[config.mk]
export PLATFORM = sky130hd
export DESIGN_NAME = dpll_test_tx_flat
export DESIGN_NICKNAME = d
export VERILOG_FILES = /design/src/rtl/dpll_test_tx_if.sv /design/src/rtl/dpll_test_tx.sv /design/src/flat_wrapper.sv
export SDC_FILE = /design/constraint.sdc
export NUM_CORES = 1
export LEC_CHECK = 0
export BUFFER_PORTS_ARGS = -buffer_cell sky130_fd_sc_hd__buf_2
export CAP_MARGIN = 20
export CORE_UTILIZATION = 55
export DETAILED_ROUTE_END_ITERATION = 6
export PLACE_DENSITY = 0.81
export SLEW_MARGIN = 40
export SYNTH_ARGS = -nofsm -noshare
export SYNTH_HDL_FRONTEND = slang
export SYNTH_SLANG_ARGS = --single-unit
[constraint.sdc]
create_clock -name CLK_100MHz -period 4.5 [get_ports CLK_100MHz]
set_clock_uncertainty 0.05 [all_clocks]
set_input_delay 0.9 -clock CLK_100MHz [delete_from_list [all_inputs] [get_ports CLK_100MHz]]
set_output_delay 0.9 -clock CLK_100MHz [all_outputs]
set_load 0.03 [all_outputs]
[src/rtl/dpll_test_tx_if.sv]
// Payload byte handshake between a byte source and the DPLL test transmitter.
interface dpll_test_tx_if;
  logic [7:0] tx_data;
  logic       tx_valid;
  logic       tx_ready;

  modport master (output tx_data, output tx_valid, input tx_ready);
  modport slave  (input tx_data, input tx_valid, output tx_ready);
endinterface

[src/rtl/dpll_test_tx.sv]
// Serial NRZ test transmitter feeding the DPLL clock-recovery path.
// Sends an alternating preamble followed by buffered payload bytes (MSB first),
// substituting fill byte 8'h55 when no payload is waiting. Per-bit phase steps
// stretch or shrink a single bit to exercise DPLL pull-in and tracking.
// Optional feature macro: PRBS_GEN_EN adds input prbs_mode, which replaces the
// payload with a PRBS-7 sequence (x^7+x^6+1, seed 7'h7F).
module dpll_test_tx #(
  parameter int CLK_PER_BIT = 200000,
  parameter int STEP_UNIT   = 100,
  parameter int PRE_BITS    = 8
) (
  input  logic              CLK_100MHz,
  input  logic              reset,
  input  logic              enable,
  dpll_test_tx_if.slave     tx,
  input  logic signed [7:0] phase_step,
  input  logic              step_stb,
`ifdef PRBS_GEN_EN
  input  logic              prbs_mode,
`endif
  output logic              signal,
  output logic              bit_tick,
  output logic              underrun,
  output logic              busy
);

  localparam int         CNT_W = $clog2(CLK_PER_BIT + 128 * STEP_UNIT + 1);
  localparam int         BC_W  = ($clog2(PRE_BITS + 1) < 3) ? 3 : $clog2(PRE_BITS + 1);
  localparam logic [7:0] FILL  = 8'h55;

  typedef enum logic [1:0] {S_IDLE, S_PRE, S_PAY} state_t;

  state_t            state_q, state_d;
  logic [CNT_W-1:0]  cnt_q, cnt_d;
  logic [BC_W-1:0]   bcnt_q, bcnt_d;
  logic              hold_vld_q, hold_vld_d;
  logic              pend_q, pend_d;
  logic              sig_q, sig_d;
  logic              tick_q, tick_d;
  logic              und_q, und_d;
  logic [7:0]        hold_q, hold_d;
  logic [7:0]        shift_q, shift_d;
  logic signed [7:0] step_q, step_d;
  logic              prbs_on;
  logic              bit_start;
  logic              accept;

`ifdef PRBS_GEN_EN
  logic [6:0]        lfsr_q, lfsr_d;
  assign prbs_on = prbs_mode;
`else
  assign prbs_on = 1'b0;
`endif

  // Bit length minus one for the timer reload; a pending step adjusts the
  // nominal length and the result saturates at a floor of 8 cycles.
  function automatic logic [CNT_W-1:0] bit_len_m1(input logic pend,
                                                  input logic signed [7:0] step);
    logic signed [31:0] len;
    len = 32'(CLK_PER_BIT);
    if (pend) len = len + 32'(step) * 32'(STEP_UNIT);
    if (len < 32'sd8) len = 32'sd8;
    return CNT_W'(len - 32'sd1);
  endfunction

  // The holding register is free whenever it is empty, except in PRBS mode.
  assign tx.tx_ready = ~hold_vld_q & ~prbs_on;
  assign accept      = tx.tx_valid & tx.tx_ready;

  // Next-state logic: bit timer, preamble/payload sequencing, handshake, step latch.
  always_comb begin
    state_d    = state_q;
    cnt_d      = cnt_q;
    bcnt_d     = bcnt_q;
    hold_vld_d = hold_vld_q;
    hold_d     = hold_q;
    shift_d    = shift_q;
    pend_d     = pend_q;
    step_d     = step_q;
    sig_d      = sig_q;
    tick_d     = 1'b0;
    und_d      = 1'b0;
    bit_start  = 1'b0;
`ifdef PRBS_GEN_EN
    lfsr_d     = lfsr_q;
`endif

    if (state_q == S_IDLE) begin
      sig_d = 1'b0;
      if (enable) begin
        // Timer at zero makes the first bit start on the following edge.
        state_d = S_PRE;
        cnt_d   = '0;
        bcnt_d  = '0;
`ifdef PRBS_GEN_EN
        lfsr_d  = 7'h7F;
`endif
      end
    end else if (cnt_q != '0) begin
      cnt_d = cnt_q - CNT_W'(1);
    end else if (!enable) begin
      // Bit boundary with enable low: drop any partial byte, keep the holding register.
      state_d = S_IDLE;
      sig_d   = 1'b0;
      bcnt_d  = '0;
    end else begin
      bit_start = 1'b1;
      tick_d    = 1'b1;
      cnt_d     = bit_len_m1(pend_q, step_q);
      if (state_q == S_PRE && bcnt_q < BC_W'(PRE_BITS)) begin
        sig_d  = ~bcnt_q[0];
        bcnt_d = bcnt_q + BC_W'(1);
      end else begin
        state_d = S_PAY;
`ifdef PRBS_GEN_EN
        if (prbs_on) begin
          sig_d  = lfsr_q[6];
          lfsr_d = {lfsr_q[5:0], lfsr_q[6] ^ lfsr_q[5]};
        end else
`endif
        if (state_q == S_PRE || bcnt_q == '0) begin
          if (hold_vld_q) begin
            sig_d      = hold_q[7];
            shift_d    = {hold_q[6:0], 1'b0};
            hold_vld_d = 1'b0;
          end else begin
            sig_d   = FILL[7];
            shift_d = {FILL[6:0], 1'b0};
            und_d   = 1'b1;
          end
        end else begin
          sig_d   = shift_q[7];
          shift_d = {shift_q[6:0], 1'b0};
        end
        if (state_q == S_PRE) bcnt_d = BC_W'(1);
        else                  bcnt_d = (bcnt_q == BC_W'(7)) ? '0 : bcnt_q + BC_W'(1);
      end
    end

    // A strobe coinciding with a bit start survives to the following bit.
    if (step_stb) begin
      step_d = phase_step;
      pend_d = 1'b1;
    end else if (bit_start) begin
      pend_d = 1'b0;
    end

    if (accept) begin
      hold_d     = tx.tx_data;
      hold_vld_d = 1'b1;
    end
  end

  // Control state and outputs, cleared by reset.
  always_ff @(posedge CLK_100MHz) begin
    if (reset) begin
      state_q    <= S_IDLE;
      cnt_q      <= '0;
      bcnt_q     <= '0;
      hold_vld_q <= 1'b0;
      pend_q     <= 1'b0;
      sig_q      <= 1'b0;
      tick_q     <= 1'b0;
      und_q      <= 1'b0;
    end else begin
      state_q    <= state_d;
      cnt_q      <= cnt_d;
      bcnt_q     <= bcnt_d;
      hold_vld_q <= hold_vld_d;
      pend_q     <= pend_d;
      sig_q      <= sig_d;
      tick_q     <= tick_d;
      und_q      <= und_d;
    end
  end

  // Data registers; their contents are qualified by the control flags above.
  always_ff @(posedge CLK_100MHz) begin
    hold_q  <= hold_d;
    shift_q <= shift_d;
    step_q  <= step_d;
`ifdef PRBS_GEN_EN
    lfsr_q  <= lfsr_d;
`endif
  end

  assign signal   = sig_q;
  assign bit_tick = tick_q;
  assign underrun = und_q;
  assign busy     = (state_q != S_IDLE);

endmodule

[src/flat_wrapper.sv]
// flat-port wrapper written by rule: the top's interface ports become plain ports
module dpll_test_tx_flat 
#(
  parameter int CLK_PER_BIT = 200000,
  parameter int STEP_UNIT   = 100,
  parameter int PRE_BITS    = 8
)
  (CLK_100MHz, reset, enable, phase_step, step_stb, signal, bit_tick, underrun, busy, tx_tx_data, tx_tx_valid, tx_tx_ready);
  dpll_test_tx_if tx_i ();
  input  logic CLK_100MHz;
  input  logic reset;
  input  logic enable;
  input  logic signed [7:0] phase_step;
  input  logic step_stb;
  output logic signal;
  output logic bit_tick;
  output logic underrun;
  output logic busy;
  input wire logic [$bits(tx_i.tx_data)-1:0] tx_tx_data;
  input wire logic [$bits(tx_i.tx_valid)-1:0] tx_tx_valid;
  output wire logic [$bits(tx_i.tx_ready)-1:0] tx_tx_ready;
  assign tx_i.tx_data = tx_tx_data;
  assign tx_i.tx_valid = tx_tx_valid;
  assign tx_tx_ready = tx_i.tx_ready;
  dpll_test_tx #(.CLK_PER_BIT(CLK_PER_BIT), .STEP_UNIT(STEP_UNIT), .PRE_BITS(PRE_BITS)) u_core (.CLK_100MHz(CLK_100MHz), .reset(reset), .enable(enable), .tx(tx_i), .phase_step(phase_step), .step_stb(step_stb), .signal(signal), .bit_tick(bit_tick), .underrun(underrun), .busy(busy));
endmodule
After elaboration in Yosys (flattened, before gate mapping)

Cells that the tools add are included.

$mul: 1
Bitwise operators: 8
Shifts and indexed selects: 0
Divide/modulo/power cells: 0
$add $sub $neg: 4
Mux-type cells: 42
Equal/unequal tests: 8
Reductions and logical operators: 17
Magnitude comparators: 2

Operators by type and width:

| kind                     | count |
|---|---|
| $mux W18                 | 8 |
| $mux W32                 | 4 |
| $add A19 B32 Y32 const A | 1 |
| $lt A32 B5 Y1 const B    | 1 |
| $mux W4                  | 7 |
| $reduce_bool A18 Y1      | 1 |
| $sub A18 B1 Y18 const B  | 1 |
| $sub A18 B2 Y18 const B  | 1 |
| $mux W1                  | 16 |
| $mux W8                  | 2 |
| $mul A8 B6 Y14 const B   | 1 |
| $mux W2                  | 5 |
| $reduce_bool A2 Y1       | 5 |
| $ne A2 B1 Y1 const B     | 4 |
| $not A1 Y1               | 7 |
| $reduce_or A6 Y1         | 1 |
| $reduce_and A5 Y1        | 1 |
| $add A4 B1 Y4 const B    | 1 |
| $eq A4 B3 Y1 const B     | 1 |
| $logic_not A4 Y1         | 1 |
| $lt A4 B4 Y1 const B     | 1 |
| $reduce_and A2 Y1        | 2 |
| $reduce_and A4 Y1        | 1 |
| $ne A3 B2 Y1 const B     | 1 |
| 8 further kinds          | 8 |

Memory bits (read-only): 0
RAM bits: 0
Latch bits: 0
Register bits: 53
Memories: 0

Longest topological paths before layout

Gate-level depths: netlist of run 1.

Word-level depth: 15
Depth in mapped cells: 14
Gate-level depth less buffers: 14

Least setup slack after synthesis of run 1

No wires, ideal clock.

Kind: register -> register
Start point: register u_core.step_q[2]
End point: register u_core.cnt_q[16]
Cell stages (with the launch flop): 13
Library setup time: 131 ps
Arrival: 4145 ps
Slack: 174 ps
Path buffers: 0
Path through: edfxtp_1 -> ha_1 -> fa_1 -> ha_1 -> ha_1 -> fa_1 -> a211oi_1 -> nor4b_1 -> or3_1 -> or4_1 -> mux2_2 -> a211oi_1 -> o22ai_1

Word-level cells in the longest chain between the ends: 15

Ends and longest elaborated chain:

| item                   | RTL line            | text |
|---|---|---|
| start, declared        | dpll_test_tx.sv:43  | `logic signed [7:0] step_q, step_d;` |
| start signal, assigned | dpll_test_tx.sv:181 | `step_q <= step_d;` |
| $mul A8 B6 Y14 (*)     | dpll_test_tx.sv:61  | `if (pend) len = len + 32'(step) * 32'(STEP_UNIT);` |
| $add A19 B32 Y32 (*)   | dpll_test_tx.sv:61  |  |
| $mux W32 (*)           | dpll_test_tx.sv:61  |  |
| $mux W32 (*)           | dpll_test_tx.sv:101 | `end else if (!enable) begin` |
| $mux W32 (*)           | dpll_test_tx.sv:99  | `end else if (cnt_q != '0) begin` |
| $mux W32 (*)           | dpll_test_tx.sv:88  | `if (state_q == S_IDLE) begin` |
| $lt A32 B5 Y1          | dpll_test_tx.sv:62  | `if (len < 32'sd8) len = 32'sd8;` |
| $mux W18 (*)           | dpll_test_tx.sv:62  |  |
| $mux W18 (*)           | dpll_test_tx.sv:101 |  |
| $mux W18 (*)           | dpll_test_tx.sv:99  |  |
| $mux W18 (*)           | dpll_test_tx.sv:88  |  |
| $sub A18 B2 Y18 (*)    | dpll_test_tx.sv:63  | `return CNT_W'(len - 32'sd1);` |
| $mux W18 (*)           | dpll_test_tx.sv:101 |  |
| $mux W18 (*)           | dpll_test_tx.sv:99  |  |
| $mux W18 (*)           | dpll_test_tx.sv:88  |  |
| end signal, assigned   | dpll_test_tx.sv:167 | `cnt_q <= cnt_d;` |
| end, declared          | dpll_test_tx.sv:34  | `logic [CNT_W-1:0] cnt_q, cnt_d;` |

Mark *: on every way between the ends. The rest lies on a longest branch, timed or not. The select of a mux whose other input is x is not followed.
A chain may end at the register's enable or synchronous reset.

Final worst setup path of run 1

Start point: register u_core.step_q[1]
End point: register u_core.cnt_q[16]

The elaborated chain is that of the path after synthesis.

==> results of run 1 <==
[flip-flops by register name, indices dropped and copies added (netlist names)]
register and count:
u_core.hold_vld_q 1, u_core.signal 1, u_core.underrun 1, u_core.bcnt_q 4
u_core.shift_q 7, u_core.pend_q 1, u_core.bit_tick 1, u_core.cnt_q 18
u_core.state_q 2, u_core.step_q 8, u_core.hold_q 8
[Yosys cell counts, types with 2 or more instances]
cell / instances / area (um2)
nor3b_1: 4 / 30.0
a2111o_1: 2 / 22.5
and2_1: 2 / 12.5
a211oi_1: 10 / 75.1
nand4_1: 2 / 12.5
a211o_1: 3 / 26.3
a32oi_1: 3 / 26.3
a2111oi_0: 2 / 17.5
dfxtp_1: 29 / 581
xnor2_1: 8 / 70.1
a21o_1: 3 / 22.5
and4b_1: 2 / 20.0
clkbuf_1: 14 / 52.6
nand2_1: 34 / 128
o21ai_0: 21 / 105
or2_2: 5 / 31.3
o311ai_0: 4 / 35.0
mux2_2: 2 / 22.5
or3_4: 2 / 22.5
ha_1: 30 / 375
nand3_1: 13 / 65.1
fa_1: 6 / 120
inv_1: 17 / 63.8
nor4_1: 2 / 12.5
a21oi_1: 35 / 175
xor2_1: 12 / 105
or4b_2: 2 / 20.0
or4_1: 3 / 22.5
nor2_1: 43 / 161
edfxtp_1: 23 / 691
nor2b_1: 5 / 31.3
o211ai_1: 5 / 37.5
a22oi_1: 4 / 30.0
o22ai_1: 9 / 56.3
nor3_1: 16 / 80.1
mux2i_1: 4 / 40.0
or3_1: 7 / 43.8
a31oi_1: 2 / 12.5
o221ai_1: 2 / 17.5
[where the power goes]
| group | internal [uW] | switching (uW) | leakage [uW] | total, uW |
|---|---|---|---|---|
| sequential | 585 | 98.3 | 0.000453 | 684 |
| clock | 165 | 157 | 0.0000558 | 322 |
| combinational | 804 | 1110 | 0.00107 | 1910 |
[layout make-up]
type	count	area [um2]	area share (%)
multi-input cells	329	2290	57.1
inverters	18	67.6	1.68
repair buffers	32	178	4.43
well taps	77	96.3	2.40
clock buffers	5	68.8	1.71
clock inverters	3	42.5	1.06
flip-flops and latches	52	1270	31.7
[metal layers]
layer | vias up | share of wire, % | GRT usage, %
met1 | 1520 | 44 | 29.3
li1 | 1594 | - | -
met4 | 0 | 1.4 | 7.86
met3 | 12 | 4.8 | 4.15
met2 | 93 | 50 | 41.2
met5 | - | 0 | 0
[through the flow]
stage	util (%)	instances	instance area [um2]
after global placement	60.7	508	3880
final	62.9	516	4020
after floorplan	-	414	3670
after detailed placement	60.8	508	3880
after global routing	62.9	516	4020
after CTS	62.6	516	4000
[path summary, 6_finish.rpt]
| path | from | to | slack [ps] | cells after the start |
|---|---|---|---|---|
| min reg2reg | u_core.cnt_q[14] | u_core.cnt_q[14] | 470 | 2 |
| max | u_core.step_q[1] | u_core.cnt_q[16] | 140 | 12 |
| min | u_core.cnt_q[14] | u_core.cnt_q[14] | 470 | 2 |
| max reg2reg | u_core.step_q[1] | u_core.cnt_q[16] | 140 | 12 |
[worst reg2reg max path, stage by stage, from the launching register on]
cell      delay [ps]
edfxtp_1         480
ha_1             350
fa_1             460
ha_1             300
ha_1             260
fa_2             400
a211oi_2         270
nor4b_1          100
or3_1            380
or4_1            580
mux2_2           290
a211oi_1         230
o22ai_1           90
[repair_timing]
item                                    in CTS  in global routing
resized for setup                            0                  4
endpoints found under the setup margin       0                  4
hold buffers                                 0                  0
[logic make-up (layout without fill, tap and decap cells)]
| family | after synthesis | in the layout |
|---|---|---|
| adder cells (fa/ha/maj) | 36 | 36 |
| AND/OR/NAND/NOR | 152 | 152 |
| buffers and inverters | 33 | 58 |
| AO/OA/AOI/OAI | 115 | 115 |
| multiplexers | 6 | 6 |
| flip-flops | 52 | 52 |
| XOR/XNOR | 20 | 20 |
==> flow_summary.toml, run 1 <==
[status]
status = "finished clean"

[timing]
fin_setup_tns_ps = 0
hold_viol_final = 0
fin_crit_sh_pct = 96.8
holdWs_ps = 470
rsz0062_at_grt = "no"
relSlewSlack_pct = 50.5
min_period_ps = 4360
final.setup.worst_slack_ps = 144
worst_pin_slew_ps = 741
setup_viol = 0
final_max_slew_viol_count = 0
fmax_mhz = 230

[drt]
drt-vias-per-instance = 6.24
remaining_drc_errors = 0
drt.antenna.violating_nets = 0
vias = 3219
wl_per_cell_um = 15.8
dr.pass1.iters = 5
drt_iter0_markers = 242
wl_um = 8170

[grt]
grt_pass1_vias = 3066
grt_max_degree = 29
grt.overflow.total = 0
antenna_found_initial = 0
grt_usage_pct = 23.6
grt_pass1_wl_um = 13400

[clocking]
postCtsSetupRepairBufs = 0
cts_root_buf = "clkbuf_8"
clk_path_buf_depth = 2
numCtsBuffers = 5
clkLatencyLatePin_ps = 310
cts.sinks = 52
clkTransAtPathRegs_ps = 100
h-tree-depth = 2
cts_tree = "built"

[logic_synthesis]
synth_compound_area_share_pct = 20.4
synth_ff_type = "dfxtp_1"
synthXorXnorAreaFrac_pct = 4.77
yosys.cell_types.count = 61
synth_top_family_by_area = "simple AND/OR/NAND/NOR gates"
seq_area_frac_synth_pct = 34.7
synth-edff-count = 23
yosys.area_share.simple_pct = 21.4
synthAdderAreaFrac_pct = 13.5
async_reset_ff_share_pct = 0
syn_nets = 471
netlist_instances = 414
synth_area_um2 = 3670
synth_mux_area_share_pct = 1.71
ys_ff_latch = 52
ys.warnings.count = 0
synth_area_per_cell_um2 = 8.86

[setup_path]
crit_chain = "ha_1, fa_1, ha_1, ha_1, fa_2, a211oi_2, nor4b_1, or3_1, or4_1, mux2_2, a211oi_1, o22ai_1"
crit_path_frequent_cell = "ha_1"
worst-path-max-fanout = 4
crit_type = "flip-flop to flip-flop"
max_stage_delay_ps = 580
required_ps = 4640
cp.arrival_ps = 4490
endpoint_kind = "flip-flop"
path_buf_inv = 0
crit_family = "adder cells"
critical_path.startpoint_type = "flip-flop"
slowest_stage = "or4_1"

[floorplan]
start_util_pct = 57.4
die_area_um2 = 7000
io_pins = 26
chipHeight_um = 83.7
coreArea_um2 = 6390
fp-row-count = 29
die_x_um = 83.7

[flow_run]
drv_cap = 0

[place]
port_buffers = 25
gp_congestion = 0.852
placement.setup.worst_slack_ps = 19.3
hpwl_um = 6100

[finish]
final_cell_mix = "nor2_1, a21oi_1, nand2_1"
nets = 495
fillers = 553
drive_above_1_share_pct = 13.4
areaGrowthSynthToFinish_pct = 9.45
final_common_cell = "nor2_1"
antenna_cells = 0

[power_and_ir_drop]
ir_worst_vdd_uv = 409
p_total_uw = 2920
power_density_nw_per_um2 = 727
leakagePower_uw = 0.00158

[worst_hold_path]
hp-class = "flip-flop to flip-flop"
No activity file was read; power rests on OpenSTA's default activity.
==> inputs of run 2 (changes only) <==
--- a/config.mk
+++ b/config.mk
@@ -7,9 +7,11 @@
 export LEC_CHECK = 0
 export BUFFER_PORTS_ARGS = -buffer_cell sky130_fd_sc_hd__buf_2
 export CAP_MARGIN = 20
-export CORE_UTILIZATION = 55
+export CORE_UTILIZATION = 57
+export CTS_BUF_LIST = sky130_fd_sc_hd__clkbuf_2 sky130_fd_sc_hd__clkbuf_4 sky130_fd_sc_hd__clkbuf_8
 export DETAILED_ROUTE_END_ITERATION = 6
-export PLACE_DENSITY = 0.81
+export PLACE_DENSITY = 0.83
+export SETUP_SLACK_MARGIN = 0.3
 export SLEW_MARGIN = 40
 export SYNTH_ARGS = -nofsm -noshare
 export SYNTH_HDL_FRONTEND = slang
==> run 2 against run 1 <==
Cell count is 2.3% higher. Hold slack improved by 2.2 ps. Sequential share of layout area fell by 1.8 points. Global-route usage up 1.1 points. Die area decreased by 3.4%. Combinational power grew 9%. Total power rose by 6.1%. Core utilization grew 7.3 points. Setup slack gained 200 ps. Largest cell class unchanged. Highest routed layer unchanged.
==> flow_summary.toml, run 2 (synthesized netlist as in run 1, its figures left out) <==
[drt]
drt-met1-wl_um = 3670
drt.antenna.violating_nets = 0
remaining_drc_errors = 0
wl_um = 8540
drt_iter0_markers = 242
met3_length_um = 552
dr.max_layer_used = "met4"
wl_per_cell_um = 16.2
dr.pass1.iters = 5
drt-vias-per-instance = 6.29
wl_met2_um = 4140
vias = 3320

[finish]
antenna_cells = 0
stdcell_count = 528
drive_above_1_share_pct = 19.6
final_cell_mix = "nor2_1, nand2_1, a21oi_1"
areaGrowthSynthToFinish_pct = 15.9
regMostFlops = "u_core.cnt_q"
nets = 509
fin_area_um2 = 4250
largest_reg_flops = 18
final_common_cell = "nor2_1"
top_regs = "u_core.cnt_q (18), u_core.hold_q (8), u_core.step_q (8)"

[clocking]
h-tree-depth = 2
clkTransAtPathRegs_ps = 100
cts_root_buf = "clkbuf_8"
cts_tree = "built"
clk_path_buf_depth = 2
numCtsBuffers = 5
cts.sinks = 52
hold_buffers = 0
clkLatencyLatePin_ps = 310

[setup_path]
max_stage_delay_ps = 550
critical_path.startpoint_type = "flip-flop"
crit_path_frequent_cell = "ha_4"
crit_type = "flip-flop to flip-flop"
required_ps = 4640
crit_chain = "buf_6, ha_4, fa_1, ha_4, ha_4, fa_2, a211oi_2, buf_4, o211a_1, or3_4, or4_4, mux2_4, a211oi_2, o22ai_1"
slowest_stage = "or4_4"
endpoint_kind = "flip-flop"
cp.arrival_ps = 4300
worst-path-max-fanout = 3

[timing]
fin_crit_sh_pct = 92.5
fin_setup_tns_ps = 0
relSlewSlack_pct = 50.0
hold_viol_final = 0
final_max_slew_viol_count = 0
worst_pin_slew_ps = 743
setup_viol = 0
rsz0062_at_grt = "no"
min_period_ps = 4160
fmax_mhz = 240

[power_and_ir_drop]
leakagePower_uw = 0.00166
p_total_uw = 3100
power_density_nw_per_um2 = 728
ir_worst_vdd_uv = 515

[grt]
grt_usage_pct = 24.7
grt_pass1_wl_um = 12700
antenna_found_initial = 0
grt.overflow.total = 0
grt_pass1_vias = 2940
grt_max_degree = 29

[place]
dpl_cell_area_um2 = 3880
placed_cells = 505
port_buffers = 25
hpwl_um = 5910
gp_congestion = 0.844

[floorplan]
io_pins = 26
die_area_um2 = 6760
coreArea_um2 = 6060
chipHeight_um = 82.2
start_util_pct = 60.5
die_x_um = 82.2
fp-row-count = 28

[worst_hold_path]
hp-class = "flip-flop to flip-flop"

[flow_run]
drv_cap = 0

[status]
status = "finished clean"
==> run 2: cell count changes in the layout (fill, tap and decap cells not counted), moves of 2 or more <==
cell / change
a211oi_1: -2
a21oi_2: +3
a211oi_2: +2
buf_4: +12
ha_1: -6
a21oi_1: -3
buf_6: +2
ha_4: +5
==> run 2: repair_timing <==
item / 4_1_cts / 5_1_grt
endpoints found under the setup margin: 5 / 7
setup buffers: 6 / 9
pin swaps: 2 / 17
gates resized for setup: 3 / 24
==> run 2: routing by layer <==
layer | vias to the layer above | GRT usage [%]
li1 | 1616 | -
met5 | - | 0
met4 | 0 | 8.07
met3 | 17 | 5.82
met1 | 1556 | 30.1
met2 | 131 | 42.6
==> run 2: critical path: cells and delay by family, from the launching register on <==
| kind | cells | cell delay [ps] |
|---|---|---|
| adder cells (fa/ha/maj) | 5 | 1420 |
| buffers and inverters | 2 | 300 |
| AND/OR/NAND/NOR | 2 | 950 |
| flip-flops | 1 | 440 |
| multiplexers | 1 | 280 |
| AO/OA/AOI/OAI | 4 | 620 |
==> run 2: final cells by class <==
cell class | count | area, um2
Clock buffer | 5 | 68.8
Sequential cell | 52 | 1270
Inverter | 18 | 67.6
Tap cell | 75 | 93.8
Fill cell | 466 | 1810
Timing Repair Buffer | 46 | 290
Clock inverter | 3 | 42.5
Multi-Input combinational cell | 329 | 2420
==> run 2: through the flow <==
step | hold WS, ps | setup WS [ps] | util (%)
after floorplan | 415 | 303 | -
after global placement | 443 | 160 | 63.9
after detailed placement | 460 | 46.0 | 64.0
after CTS | 478 | 269 | 66.8
after global routing | 502 | 213 | 70.2
final | 472 | 340 | 70.2
==> run 2: where the power goes <==
part / internal, uW / switching [uW] / total, uW
sequential: 585 / 99.4 / 685
clock: 164 / 161 / 325
combinational: 889 / 1200 / 2090
==> run 2: path summary, 6_finish.rpt <==
| path | cells past startpoint | slack, ps | to | start |
|---|---|---|---|---|
| hold reg to reg | 1 | 470 | u_core.cnt_q[0] | u_core.cnt_q[0] |
| setup / recovery | 14 | 340 | u_core.cnt_q[16] | u_core.step_q[1] |
| setup reg to reg | 14 | 340 | u_core.cnt_q[16] | u_core.step_q[1] |
| hold / removal | 1 | 470 | u_core.cnt_q[0] | u_core.cnt_q[0] |
